===== src/rtl/dcache_pkg.sv =====
// dcache_pkg: controller state encoding, index/tag geometry helpers and the store byte-merge.
// Shared by the dcache controller and its line array.
package dcache_pkg;

  localparam int WORD_W    = 32;
  localparam int WORD_BE_W = WORD_W / 8;

  typedef enum logic [2:0] {
    S_IDLE,
    S_LOOKUP,
    S_BUS_RD,
    S_BUS_WR,
    S_RESP
  } state_e;

  function automatic int idx_width(input int lines);
    return $clog2(lines);
  endfunction

  // Two address bits select the byte within the word and never reach the tag.
  function automatic int tag_width(input int data_width, input int lines);
    return data_width - $clog2(lines) - 2;
  endfunction

  function automatic logic [WORD_W-1:0] byte_merge(input logic [WORD_W-1:0]    word,
                                                   input logic [WORD_W-1:0]    new_word,
                                                   input logic [WORD_BE_W-1:0] be);
    logic [WORD_W-1:0] merged;
    merged = word;
    for (int b = 0; b < WORD_BE_W; b++) begin
      if (be[b]) merged[8*b +: 8] = new_word[8*b +: 8];
    end
    return merged;
  endfunction

endpackage


===== src/rtl/dcache_line_array.sv =====
// dcache_line_array: per-line valid/tag/data with combinational read and one clocked write port.
// Fills drive wr_be all ones; store hits drive the LSU lanes. Valid bits clear asynchronously on reset.
module dcache_line_array
  import dcache_pkg::*;
#(
  parameter int DATA_WIDTH = WORD_W,
  parameter int LINES      = 16,
  parameter int IDX_W      = idx_width(LINES),
  parameter int TAG_W      = tag_width(DATA_WIDTH, LINES)
) (
  input  logic                    clk,
  input  logic                    rst,
  input  logic [IDX_W-1:0]        rd_idx,
  output logic                    rd_vld,
  output logic [TAG_W-1:0]        rd_tag,
  output logic [DATA_WIDTH-1:0]   rd_dat,
  input  logic                    wr_en,
  input  logic [IDX_W-1:0]        wr_idx,
  input  logic [TAG_W-1:0]        wr_tag,
  input  logic [DATA_WIDTH-1:0]   wr_dat,
  input  logic [DATA_WIDTH/8-1:0] wr_be
);

  logic [LINES-1:0]      valid_q, valid_d;
  logic [TAG_W-1:0]      tag_q  [LINES];
  logic [TAG_W-1:0]      tag_d  [LINES];
  logic [DATA_WIDTH-1:0] data_q [LINES];
  logic [DATA_WIDTH-1:0] data_d [LINES];

  assign rd_vld = valid_q[rd_idx];
  assign rd_tag = tag_q[rd_idx];
  assign rd_dat = data_q[rd_idx];

  always_comb begin
    valid_d = valid_q;
    tag_d   = tag_q;
    data_d  = data_q;
    if (wr_en) begin
      valid_d[wr_idx] = 1'b1;
      tag_d[wr_idx]   = wr_tag;
      data_d[wr_idx]  = byte_merge(data_q[wr_idx], wr_dat, wr_be);
    end
  end

  always_ff @(posedge clk or negedge rst) begin
    if (!rst) valid_q <= '0;
    else      valid_q <= valid_d;
  end

  // Tag and data contents are only meaningful behind a set valid bit, so they carry no reset.
  always_ff @(posedge clk) begin
    tag_q  <= tag_d;
    data_q <= data_d;
  end

endmodule


===== src/rtl/dcache.sv =====
// dcache: direct-mapped write-through no-write-allocate cache; load hit data_valid 2 cycles after accept, miss/store 3+N.
// Single request in flight, bus_req held until bus_ack; `define DCACHE_STATS_EN adds hit_count/miss_count.
module dcache
  import dcache_pkg::*;
#(
  parameter int DATA_WIDTH      = 32,
  parameter int BYTE_DATA_WIDTH = 4,
  parameter int LINES           = 16
) (
  input  logic                       clk,
  input  logic                       rst,
  input  logic                       data_req,
  input  logic [DATA_WIDTH-1:0]      data_addr,
  input  logic [DATA_WIDTH-1:0]      wdata,
  input  logic                       inst_we,
  input  logic [BYTE_DATA_WIDTH-1:0] byte_enable,
  output logic                       data_valid,
  output logic [DATA_WIDTH-1:0]      rdata,
  output logic                       bus_req,
  output logic                       bus_we,
  output logic [DATA_WIDTH-1:0]      bus_addr,
  output logic [DATA_WIDTH-1:0]      bus_wdata,
  output logic [BYTE_DATA_WIDTH-1:0] bus_be,
  input  logic                       bus_ack,
  input  logic [DATA_WIDTH-1:0]      bus_rdata
`ifdef DCACHE_STATS_EN
  ,
  output logic [31:0]                hit_count,
  output logic [31:0]                miss_count
`endif
);

  localparam int IDX_W = idx_width(LINES);
  localparam int TAG_W = tag_width(DATA_WIDTH, LINES);

  typedef struct packed {
    logic [DATA_WIDTH-3:0]      waddr;
    logic [DATA_WIDTH-1:0]      wdata;
    logic                       we;
    logic [BYTE_DATA_WIDTH-1:0] be;
  } req_t;

  state_e                     state_q, state_d;
  req_t                       req_q, req_d;
  logic [DATA_WIDTH-1:0]      rdata_q, rdata_d;
  logic                       data_valid_q, data_valid_d;
  logic                       bus_req_q, bus_req_d;
  logic                       bus_we_q, bus_we_d;
  logic [DATA_WIDTH-1:0]      bus_addr_q, bus_addr_d;
  logic [DATA_WIDTH-1:0]      bus_wdata_q, bus_wdata_d;
  logic [BYTE_DATA_WIDTH-1:0] bus_be_q, bus_be_d;

  logic [IDX_W-1:0]           req_idx;
  logic [TAG_W-1:0]           req_tag;
  logic                       line_vld, hit;
  logic [TAG_W-1:0]           line_tag;
  logic [DATA_WIDTH-1:0]      line_dat;
  logic                       wr_en;
  logic [DATA_WIDTH-1:0]      wr_dat;
  logic [BYTE_DATA_WIDTH-1:0] wr_be;
  logic                       unused_addr_bits;

  assign unused_addr_bits = ^data_addr[1:0];
  assign req_idx = req_q.waddr[IDX_W-1:0];
  assign req_tag = req_q.waddr[DATA_WIDTH-3:IDX_W];
  assign hit     = line_vld && (line_tag == req_tag);

  dcache_line_array #(
    .DATA_WIDTH (DATA_WIDTH),
    .LINES      (LINES),
    .IDX_W      (IDX_W),
    .TAG_W      (TAG_W)
  ) u_lines (
    .clk    (clk),
    .rst    (rst),
    .rd_idx (req_idx),
    .rd_vld (line_vld),
    .rd_tag (line_tag),
    .rd_dat (line_dat),
    .wr_en  (wr_en),
    .wr_idx (req_idx),
    .wr_tag (req_tag),
    .wr_dat (wr_dat),
    .wr_be  (wr_be)
  );

  always_comb begin
    state_d      = state_q;
    req_d        = req_q;
    rdata_d      = rdata_q;
    data_valid_d = 1'b0;
    bus_req_d    = bus_req_q;
    bus_we_d     = bus_we_q;
    bus_addr_d   = bus_addr_q;
    bus_wdata_d  = bus_wdata_q;
    bus_be_d     = bus_be_q;
    wr_en        = 1'b0;
    wr_dat       = bus_rdata;
    wr_be        = '1;
    unique case (state_q)
      S_IDLE: begin
        if (data_req) begin
          req_d.waddr = data_addr[DATA_WIDTH-1:2];
          req_d.wdata = wdata;
          req_d.we    = inst_we;
          req_d.be    = byte_enable;
          state_d     = S_LOOKUP;
        end
      end
      S_LOOKUP: begin
        if (req_q.we) begin
          // Write-through: every store reaches the bus; a hit also updates the line in place.
          wr_en       = hit;
          wr_dat      = req_q.wdata;
          wr_be       = req_q.be;
          bus_req_d   = 1'b1;
          bus_we_d    = 1'b1;
          bus_addr_d  = {req_q.waddr, 2'b00};
          bus_wdata_d = req_q.wdata;
          bus_be_d    = req_q.be;
          state_d     = S_BUS_WR;
        end else if (hit) begin
          rdata_d      = line_dat;
          data_valid_d = 1'b1;
          state_d      = S_RESP;
        end else begin
          bus_req_d  = 1'b1;
          bus_we_d   = 1'b0;
          bus_addr_d = {req_q.waddr, 2'b00};
          bus_be_d   = '1;
          state_d    = S_BUS_RD;
        end
      end
      S_BUS_RD: begin
        if (bus_ack) begin
          wr_en        = 1'b1;
          rdata_d      = bus_rdata;
          bus_req_d    = 1'b0;
          data_valid_d = 1'b1;
          state_d      = S_RESP;
        end
      end
      S_BUS_WR: begin
        if (bus_ack) begin
          bus_req_d    = 1'b0;
          data_valid_d = 1'b1;
          state_d      = S_RESP;
        end
      end
      S_RESP:  state_d = S_IDLE;
      default: state_d = S_IDLE;
    endcase
  end

  always_ff @(posedge clk or negedge rst) begin
    if (!rst) begin
      state_q      <= S_IDLE;
      req_q        <= '0;
      rdata_q      <= '0;
      data_valid_q <= 1'b0;
      bus_req_q    <= 1'b0;
      bus_we_q     <= 1'b0;
      bus_addr_q   <= '0;
      bus_wdata_q  <= '0;
      bus_be_q     <= '0;
    end else begin
      state_q      <= state_d;
      req_q        <= req_d;
      rdata_q      <= rdata_d;
      data_valid_q <= data_valid_d;
      bus_req_q    <= bus_req_d;
      bus_we_q     <= bus_we_d;
      bus_addr_q   <= bus_addr_d;
      bus_wdata_q  <= bus_wdata_d;
      bus_be_q     <= bus_be_d;
    end
  end

  assign data_valid = data_valid_q;
  assign rdata      = rdata_q;
  assign bus_req    = bus_req_q;
  assign bus_we     = bus_we_q;
  assign bus_addr   = bus_addr_q;
  assign bus_wdata  = bus_wdata_q;
  assign bus_be     = bus_be_q;

`ifdef DCACHE_STATS_EN
  logic [31:0] hit_cnt_q, hit_cnt_d, miss_cnt_q, miss_cnt_d;

  // Only loads are classified; the counters wrap naturally at 2^32.
  always_comb begin
    hit_cnt_d  = hit_cnt_q;
    miss_cnt_d = miss_cnt_q;
    if (state_q == S_LOOKUP && !req_q.we) begin
      if (hit) hit_cnt_d  = hit_cnt_q + 32'd1;
      else     miss_cnt_d = miss_cnt_q + 32'd1;
    end
  end

  always_ff @(posedge clk or negedge rst) begin
    if (!rst) begin
      hit_cnt_q  <= '0;
      miss_cnt_q <= '0;
    end else begin
      hit_cnt_q  <= hit_cnt_d;
      miss_cnt_q <= miss_cnt_d;
    end
  end

  assign hit_count  = hit_cnt_q;
  assign miss_count = miss_cnt_q;
`endif

endmodule

===== config.mk =====
export PLATFORM = sky130hd
export DESIGN_NAME = dcache
export DESIGN_NICKNAME = d
export VERILOG_FILES = /design/src/rtl/dcache_pkg.sv /design/src/rtl/dcache_line_array.sv /design/src/rtl/dcache.sv
export SDC_FILE = /design/constraint.sdc
export NUM_CORES = 1
export LEC_CHECK = 0
export BUFFER_PORTS_ARGS = -buffer_cell sky130_fd_sc_hd__buf_2
export CAP_MARGIN = 20
export CORE_UTILIZATION = 45
export DETAILED_ROUTE_END_ITERATION = 12
export HOLD_SLACK_MARGIN = 0.06
export PLACE_DENSITY = 0.68
export SYNTH_ARGS = -nofsm -noshare
export SYNTH_HDL_FRONTEND = slang
export SYNTH_SLANG_ARGS = --single-unit
export TNS_END_PERCENT = 5

===== constraint.sdc =====
create_clock -name clk -period 7.6 [get_ports clk]
set_input_delay 0.38 -clock clk [delete_from_list [all_inputs] [get_ports clk]]
set_output_delay 0.38 -clock clk [all_outputs]
set_load 0.01 [all_outputs]

* After elaboration in Yosys (flattened, before gate mapping) *
Index checks and enable logic that the tools add are counted.

word-level totals
  register bits = 1,117
  input port bits = 105
  memory bits (writable) = 0
  memories = 0
  word-level logic and storage cells = 128
  bits in latches = 0
  bits in read-only memories = 0

operators by class
  multiplexer cells = 53
  add/subtract/negate cells = 0
  $lt $le $gt $ge = 4
  div/mod/pow operators = 0
  bitwise gates (word level) = 2
  multipliers = 0
  shift-type cells = 0
  reduce and logical (&&, ||, !) cells = 13
  eq/ne operators = 11

operator list
  kind                                                      count
  bitwise mux 512 bit                                       1
  bitwise mux 416 bit                                       1
  two-way mux 32 bit                                        10
  binary-select mux 32 bit (select 4 bit)                   1
  demux 32 bit (select 4 bit)                               1
  binary-select mux 26 bit (select 4 bit)                   1
  demux 26 bit (select 4 bit)                               1
  two-way mux 26 bit                                        3
  two-way mux 8 bit                                         8
  one-hot mux 32 bit (2 select lines)                       1
  == test 26 bit                                            1
  two-way mux 4 bit                                         4
  bitwise OR 16 bit                                         1
  two-way mux 3 bit                                         4
  two-way mux 1 bit                                         11
  inequality test 2 bit, second input constant              5
  one-hot mux 3 bit (3 select lines)                        1
  AND reduction 2 bit                                       4
  == test 3 x 2 -> 1 bit, second input constant             2
  one-hot mux 1 bit (2 select lines)                        3
  greater-or-equal comparator 5 bit, second input constant  1
  < comparator 4 x 5 -> 1 bit, second input constant        1
  < comparator 5 x 1 -> 1 bit, second input constant        1
  inverter 4 -> 5 bit                                       1
  12 further kinds                                          15

* Longest topological paths before layout *
Gate-level depths: netlist (run 1).

  depth in word-level cells = 10
  mapped depth = 16
  mapped depth without buffers = 9

* Hierarchy *
A second synthesis (run 1) with hierarchy kept.

second synthesis, totals
  cells, all modules = 2,363
  area total of the unflattened synthesis = 47,051.4 um^2

by module, submodules not included
  module             area an instance (um^2)  sequential area each (um^2)  cells each  times used
  dcache_line_array  39,705.6                 28,267.1                     1,753       1
  dcache             7,345.8                  4,279.1                      610         1

* Least setup slack after synthesis (run 1) *
Ideal clock, no wire load.

  path kind = reg2reg
  from = reg req_q (netlist bit req_idx[1])
  to = reg u_lines.data_q[0] in the netlist's numbering, enable pin
  path slack = 1.866 ns
  clock period less this slack = 5.734 ns
  setup time = 0.474 ns
  stages on the path, launching flop included = 13
  path buffers = 4
  arrival = 5.260 ns
  cells stage by stage = dfrtp_1 buf_6 buf_4 buf_2 mux4_2 xor2_1 a221oi_1 o2111ai_1 a2111oi_2 nand3_1 o22a_1 clkbuf_1 nor2_1

on the way
  longest elaborated chain between the ends = 8
  elaborated cells on any way between the ends = 10
  those cells by class = eq/ne (1); mux (7); bitwise (1); reduce/logical (1)

ends and longest elaborated chain
  what                                                   RTL line                 RTL
  start: declaration                                     dcache.sv:44             req_t req_q, req_d;
  start signal: assignment                               dcache.sv:168            req_q <= req_d;
  inverter 4 -> 5 bit (implied by the code)              dcache_line_array.sv:31  assign rd_tag = tag_q[rd_idx];
  binary-select mux 26 bit (select 4 bit)                dcache_line_array.sv:31
  two-way mux 26 bit (implied by the code) (2 in a row)  dcache_line_array.sv:31
  == test 26 bit                                         dcache.sv:66             assign hit = line_vld && (line_tag == req_tag);
  logical AND 1 bit *                                    dcache.sv:66
  two-way mux 1 bit *                                    dcache.sv:111            if (req_q.we) begin
  one-hot mux 1 bit (2 select lines) *                   dcache.sv:100            unique case (state_q)
  end signal: assignment                                 dcache_line_array.sv:53  data_q <= data_d;
  end: declaration                                       dcache_line_array.sv:27  logic [DATA_WIDTH-1:0] data_q [LINES];

Every way passes the cells marked *; elsewhere a longest branch is shown, timed or not. The select of a mux whose other input is x is not followed.
A chain may end at the register's enable or synchronous reset.

* Worst setup path in the final report (run 1) *
  from = reg req_q (netlist bit req_idx[0])
  to = reg u_lines.tag_q[58] in the netlist's numbering, enable pin

on the way
  longest elaborated chain between the ends = 8
  elaborated cells on any way between the ends = 10
  those cells by class = eq/ne (1); mux (7); bitwise (1); reduce/logical (1)

ends and longest elaborated chain
  what                                                   RTL line                 RTL
  inverter 4 -> 5 bit (implied by the code)              dcache_line_array.sv:31
  binary-select mux 26 bit (select 4 bit)                dcache_line_array.sv:31
  two-way mux 26 bit (implied by the code) (2 in a row)  dcache_line_array.sv:31
  == test 26 bit                                         dcache.sv:66
  logical AND 1 bit *                                    dcache.sv:66
  two-way mux 1 bit *                                    dcache.sv:111
  one-hot mux 1 bit (2 select lines) *                   dcache.sv:100
  end signal: assignment                                 dcache_line_array.sv:52  tag_q <= tag_d;
  end: declaration                                       dcache_line_array.sv:25  logic [TAG_W-1:0] tag_q [LINES];

Marks and branches as above.

==> results of run 1 <==
-- tightest hold or removal path, cell delays in order --
cell and delay (ps):
buf_2 110, or3_1 100, o221a_2 150
-- metal layers --
| layer | part of all wire [%] | routed length, µm | track usage [%] | vias up |
|---|---|---|---|---|
| met5 | 0 | 0 | 0 | - |
| met4 | 2.1 | 2180 | 6.80 | 0 |
| met3 | 7.1 | 7270 | 3.51 | 145 |
| met2 | 50 | 51000 | 34.5 | 982 |
| met1 | 41 | 42000 | 28.4 | 11900 |
| li1 | - | - | - | 9640 |
-- cells by family (layout without fill, tap and decap cells) --
| family | count (synthesis) | in the layout | synth area share (%) |
|---|---|---|---|
| AOI/OAI and AO/OA | 168 | 168 | 3.06 |
| xor gates and xnor gates | 37 | 37 | 0.739 |
| buffers and inverters | 131 | 621 | 1.59 |
| DFF | 1115 | 1115 | 74.2 |
| muxes | 453 | 453 | 17.5 |
| other | 1 | 4 | 0.00855 |
| and+or+nand+nor | 280 | 280 | 2.90 |
-- flip-flops by register name, indices dropped and copies added, names as in the netlist --
name and cells:
bus_we 1, u_lines.tag_q 416, bus_addr 30, bus_be 4, bus_req 1, state_q 3
data_valid 1, rdata 32, req_q 63, u_lines.valid_q 16, req_idx 4, u_lines.data_q 512
bus_wdata 32
-- stage by stage --
step	area, µm²	power (W)	hold slack (ps)
floorplan	43800	0.0125	84.4
global placement	46800	0.0142	402
detailed placement	46800	0.0144	415
CTS	51700	0.0201	62.8
global route	51800	0.0209	98.1
finish	51800	0.0200	92.3
-- final timing paths --
path / start / endpoint / slack [ps] / depth (start not counted)
min in group asynchronous: rst / bus_addr[12] / 270 / 2
min reg2reg: bus_wdata[15] / bus_wdata[15] / 480 / 2
max: req_idx[0] / u_lines.tag_q[58] / 1750 / 10
min: bus_rdata[31] / rdata[31] / 90 / 3
max in group asynchronous: rst / req_idx[1] / 5960 / 3
max reg2reg: req_idx[0] / u_lines.tag_q[58] / 1750 / 10
-- power breakdown --
part	total [W]	internal (W)	switching, W	leakage (nW)
clock network	0.00570	0.00334	0.00236	1.89
logic	0.00565	0.00270	0.00295	5.51
registers	0.00865	0.00777	0.000878	10.5
-- cell type report --
type	instances	area [µm²]
Sequential cell	1115	32600
Tap cell	1276	1600
Timing Repair Buffer	402	2960
Multi-Input combinational cell	940	10700
Clock inverter	74	858
Clock buffer	139	3020
Fill cell	7299	44800
Antenna cell	2	5.00
Inverter	6	22.5
-- cell usage in the layout, fill, tap and decap left out, drive strengths merged, types with 8 or more instances in the layout --
cell type | synthesis | routed
a21oi | 8 | 8
a221oi | 10 | 10
a22o | 10 | 10
a22oi | 20 | 20
buf | 65 | 301
bufinv | 0 | 15
clkbuf | 60 | 141
clkinv | 1 | 48
dfrtp | 187 | 187
dlygate4sd3 | 0 | 99
edfxtp | 928 | 928
inv | 5 | 10
mux2 | 94 | 94
mux2i | 127 | 127
mux4 | 232 | 232
nand2 | 172 | 172
nor2 | 32 | 32
nor2b | 8 | 8
o21ai | 40 | 40
o21bai | 16 | 16
o221a | 32 | 32
or3 | 32 | 32
xnor2 | 24 | 24
xor2 | 13 | 13
==> metrics, run 1 <==
post-route minimum period 5850 ps; Top Ports 208; Placer Congestion 0.790; Worst EP arrival 6240 ps; CTS tree done; worst slew pin tran 1110 ps; syn avg cell area 20.1 µm²; Synth cell types 63; hold crit path type in -> reg; mean routed wirelength per cell 25.9 µm; PD cells 386 mW/mm²; Synth Cell Area 0.0438 mm²; Synth area leader edfxtp_1; VDD IR max 0.370 mV; leading post-synthesis cells by cell area edfxtp_1 64%, mux4_2 12%, dfrtp_1 11%, mux2i_1 2.9%, mux2_2 1.8%; CTS max path bufs 3; non-filler cells, final 3954; Seq cells post-synth 1115; CTS Buf Count 112; Clock Skew 42.8 ps; Worst Setup Start Kind register; initial antenna violation count 4; final setup TNS 0 ps; Worst Path Max Fanout 44; Async SR Flop Fraction 16.8%; # hold bufs at CTS 99; Area Overhead vs Synth 18.1%; CP peak stage delay 950 ps; Post-CTS Setup Repair Bufs 0; Clk Latency, worst-skew pair 700 ps; Main synth FF type edfxtp_1; Vias/cell 5.72; Post-route DRC 0; Slew Limit Fails 0; floorplan die height 314 µm; PortBufs 203; Setup crit end kind register; total wire length 102000 µm; vias in the first global route 23800; layout cell share with drive strength beyond 1 31.4%; clock sink count 1115; core footprint 0.0966 mm²; sequential element share of the synthesized area 74.2%; critical path class reg -> reg; CP Buf/Inv Count 2; synth cell count leaders 928 x edfxtp_1, 230 x mux4_2, 187 x dfrtp_1; clock-pin slew of the registers on the worst-case setup and hold paths 60 ps; initial core utilization 45.4%; Final #Nets 2682; period utilisation layout 77.0%; CP required 7990 ps; Rel. slew slack 25.9%; count leader, synth edfxtp_1; Post-synth EDFFs 928; post-synth top area share 63.6%; htree depth 3; crit-path leading delay family compound AO/OA/AOI/OAI gates; All-Layer GR Usage 20.9%; via count 22600; Root Buffer clkbuf_16; grt ovf 0; Static Leak 17.9 nW; Die Area 0.0987 mm²; total of max-cap violations 0; DP Wirelength 56900 µm; dpl ws 1500 ps; Final ANT Viol Nets 0; status completed; worst setup margin 1750 ps; Max Clk Rate 0.171 GHz; cell count after synthesis 2185; critical-path cell list buf_4 -> mux4_2 -> xor2_1 -> a221oi_1 -> o2111ai_1 -> a2111oi_2 -> nand3_1 -> o22a_2 -> nor2_4 -> buf_4; pin count of the biggest net entering global routing 115; Final Hold Violating Endpoints 0; Initial DRT Pass Iterations 5; DRT iter0 DRCs 2180; DIE WIDTH 314 µm; Row Count 114; first-pass GRT wire length 152000 µm; RSZ-0062 raised after global routing false; CTS-repair resized insts 0; Synthesis Warnings 0; CP max stage cell dfrtp_4; Critical Path Most Common Cell buf_4; final core utilization 53.6%; Final Setup Violations 0; Post-Place Cells 3633
No activity file was read; power rests on OpenSTA's default activity.
==> inputs of run 2 (changes only) <==
Settings changed: ABC_AREA set to 1.
Clock period 7.6 ns to 5.5 ns, I/O delays scaled along.
==> run 2 against run 1 <==
First-iteration DRC count is 47% higher. Sequential share of layout area shrank 0.38 points. Register-to-register slack got worse by 720 ps. Combinational power up 62%.
==> metrics, run 2 <==
status completed; All-Layer GR Usage 23.6%; VDD IR max 0.322 mV; Worst R2R Start req_idx[0]; vias in the first global route 28200; clock-pin slew of the registers on the worst-case setup and hold paths 60 ps; layout cell share with drive strength beyond 1 13.7%; CTS Buf Count 111; pin count of the biggest net entering global routing 118; CTS max path bufs 3; Largest Register u_lines.data_q; critical-path cell list buf_12 -> inv_4 -> buf_12 -> nand2_1 -> nand2_1 -> nand2_1 -> nand2_1 -> nand2_1 -> nand2_1 -> o21ai_0 -> nand2_1 -> nand2_1 -> nor2_1 -> nand2_1 -> nor2_1 -> nand3_1 -> nand2_1 -> buf_4 -> buf_4 -> nand2_1 -> clkinv_2 -> buf_12; Final Setup Violations 0; Synth Cell Area 0.0444 mm²; Placer Congestion 0.800; crit-path leading delay family simple AND/OR/NAND/NOR gates; Clk Latency, worst-skew pair 700 ps; Vias/cell 5.54; Final Hold Violating Endpoints 0; hold endpoint rdata[13]; internal power 0.0178 W; worst setup margin 1030 ps; Synth cell types 32; mean routed wirelength per cell 22.3 µm; Die Area 0.100 mm²; Top Registers u_lines.data_q x512, u_lines.tag_q x416, req_q x63; worst slew pin tran 1090 ps; Post-synth EDFFs 928; PortBufs 203; Post-route DRC 0; CP peak stage delay 550 ps; fillers 8016; Worst Setup Start Kind register; count leader, synth nand2_1; DIE WIDTH 316 µm; PD cells 542 mW/mm²; net switching power figure 0.0104 W; hold crit path type in -> reg; DRT iter0 DRCs 3197; final core utilization 53.5%; critical hold path startpoint bus_rdata[13]; DRT met1 WL 49600 µm; final setup TNS 0 ps; CTS-repair resized insts 0; Row Count 114; Clock Power Share 26.2%; most frequent cells in the layout 1312 x nand2_1, 928 x edfxtp_1, 256 x a22oi_1; Post-Place Cells 5035; Max Clk Rate 0.224 GHz; Synthesis Warnings 0; syn avg cell area 12.1 µm²; multi-input logic area 0.0107 mm²; CP required 5850 ps; Critical Path Most Common Cell nand2_1; grt ovf 0; synth cell count leaders 1317 x nand2_1, 928 x edfxtp_1, 256 x a22oi_1; Final ANT Viol Nets 0; Synth area leader edfxtp_1; Setup crit end kind register; Reg area 0.0326 mm²; htree depth 3; period utilisation layout 81.3%; diode count 0; Worst Reg-to-Reg Cells 22; Worst Path Max Fanout 103; Comb pwr share 32.3%; Final Instance Area 0.0521 mm²; total wire length 119000 µm; Root Buffer clkbuf_16; total of max-cap violations 0; Seq cells post-synth 1115; cell count after synthesis 3676; leading post-synthesis cells by cell area edfxtp_1 63%, nand2_1 11%, dfrtp_1 11%, a22oi_1 4.3%, a21oi_1 1.9%; Slew Limit Fails 0; switching part of the total 36.9%; Area Overhead vs Synth 17.2%; non-filler cells, final 5358; floorplan die height 316 µm; RSZ-0062 raised after global routing false; worst hold path depth 5; reg-to-reg setup timing slack 1030 ps; dpl ws 1210 ps; Initial DRT Pass Iterations 8; initial core utilization 45.7%; CP max stage cell dfrtp_4; Top Ports 208; initial antenna violation count 2; post-route minimum period 4470 ps; critical path class reg -> reg; CP Buf/Inv Count 7; post-synth top area share 62.7%; sequential power share 41.5%; Clock Skew 30.0 ps; sequential element share of the synthesized area 73.3%; DR WL met3 10800 µm; Static Leak 20.2 nW; CTS tree done; DR WL met2 56600 µm; clock sink count 1115; DP Wirelength 64500 µm; highest metal layer with signal wires met4; commonest non-fill, non-tap cell in the layout nand2_1; Final #Nets 4093; Rel. slew slack 27.1%; Critical R2R Capture u_lines.tag_q[7]; area post-placement 0.0474 mm²; core footprint 0.0973 mm²; via count 29700; Worst EP arrival 4820 ps; first-pass GRT wire length 176000 µm; max reg flops 512; Async SR Flop Fraction 16.8%; Main synth FF type edfxtp_1
run 2: area by class of cell:
| class | instances | share of cell area, % |
|---|---|---|
| sequential | 1115 | 62.5 |
| clock inverter | 50 | 0.930 |
| timing repair buffer | 400 | 6.34 |
| clock buffer | 157 | 5.84 |
| inverter | 107 | 0.817 |
| tap | 1276 | 3.07 |
| multi-input combinational | 2253 | 20.5 |
run 2: what timing repair did:
item | 4_1_cts | 5_1_grt
buffers inserted | 0 | 0
hold buffers | 95 | 0
endpoints found under the hold margin | 173 | 0
run 2: worst max-delay path by stage:
stage	start	to	slack (ps)	depth (start not counted)
after floorplan	req_idx[1]	u_lines.data_q[128]	520	19
after global placement	req_idx[0]	u_lines.tag_q[7]	1210	22
after detailed placement	req_idx[0]	u_lines.tag_q[6]	1210	22
after CTS	req_idx[0]	u_lines.tag_q[7]	1170	22
after global routing	req_idx[0]	u_lines.tag_q[7]	810	22
final	req_idx[0]	u_lines.tag_q[7]	1030	22
run 2: power groups by stage:
stage / Clock, W / Combinational [W] / Sequential, W
after floorplan: 0 / 0.00564 / 0.0117
after global placement: 0 / 0.00879 / 0.0118
after detailed placement: 0 / 0.00891 / 0.0119
after CTS: 0.00747 / 0.00902 / 0.0117
after global routing: 0.00781 / 0.0100 / 0.0118
final: 0.00739 / 0.00913 / 0.0117
run 2: metrics by stage:
step           total power, W  hold WS, ps
6_report               0.0282         86.8
5_1_grt                0.0296          120
4_1_cts                0.0282         73.2
3_5_place_dp           0.0208          321
3_3_place_gp           0.0206          324
2_1_floorplan          0.0174        -20.6
run 2: per-layer routing:
layer	vias up	track usage, %
li1	13500	-
met1	14600	33.4
met2	1367	37.6
met3	161	3.95
met4	0	6.80
met5	-	0
run 2: kinds of logic (layout without fill, tap and decap cells):
group	Yosys count	count (layout)	synth area share (%)
compound gates	516	516	7.55
buf+inv	309	714	2.97
flops	1115	1115	73.3
mux	39	39	0.989
other cells	1	2	0.00844
simple gates	1696	1696	15.2
run 2: worst register-to-register path, delay by kind of cell (launching register included):
family                 cells  cell delay, ps
AO/OA/AOI/OAI              1              90
buffers and inverters      7            1640
flip-flops                 1             550
AND/OR/NAND/NOR           14            1830
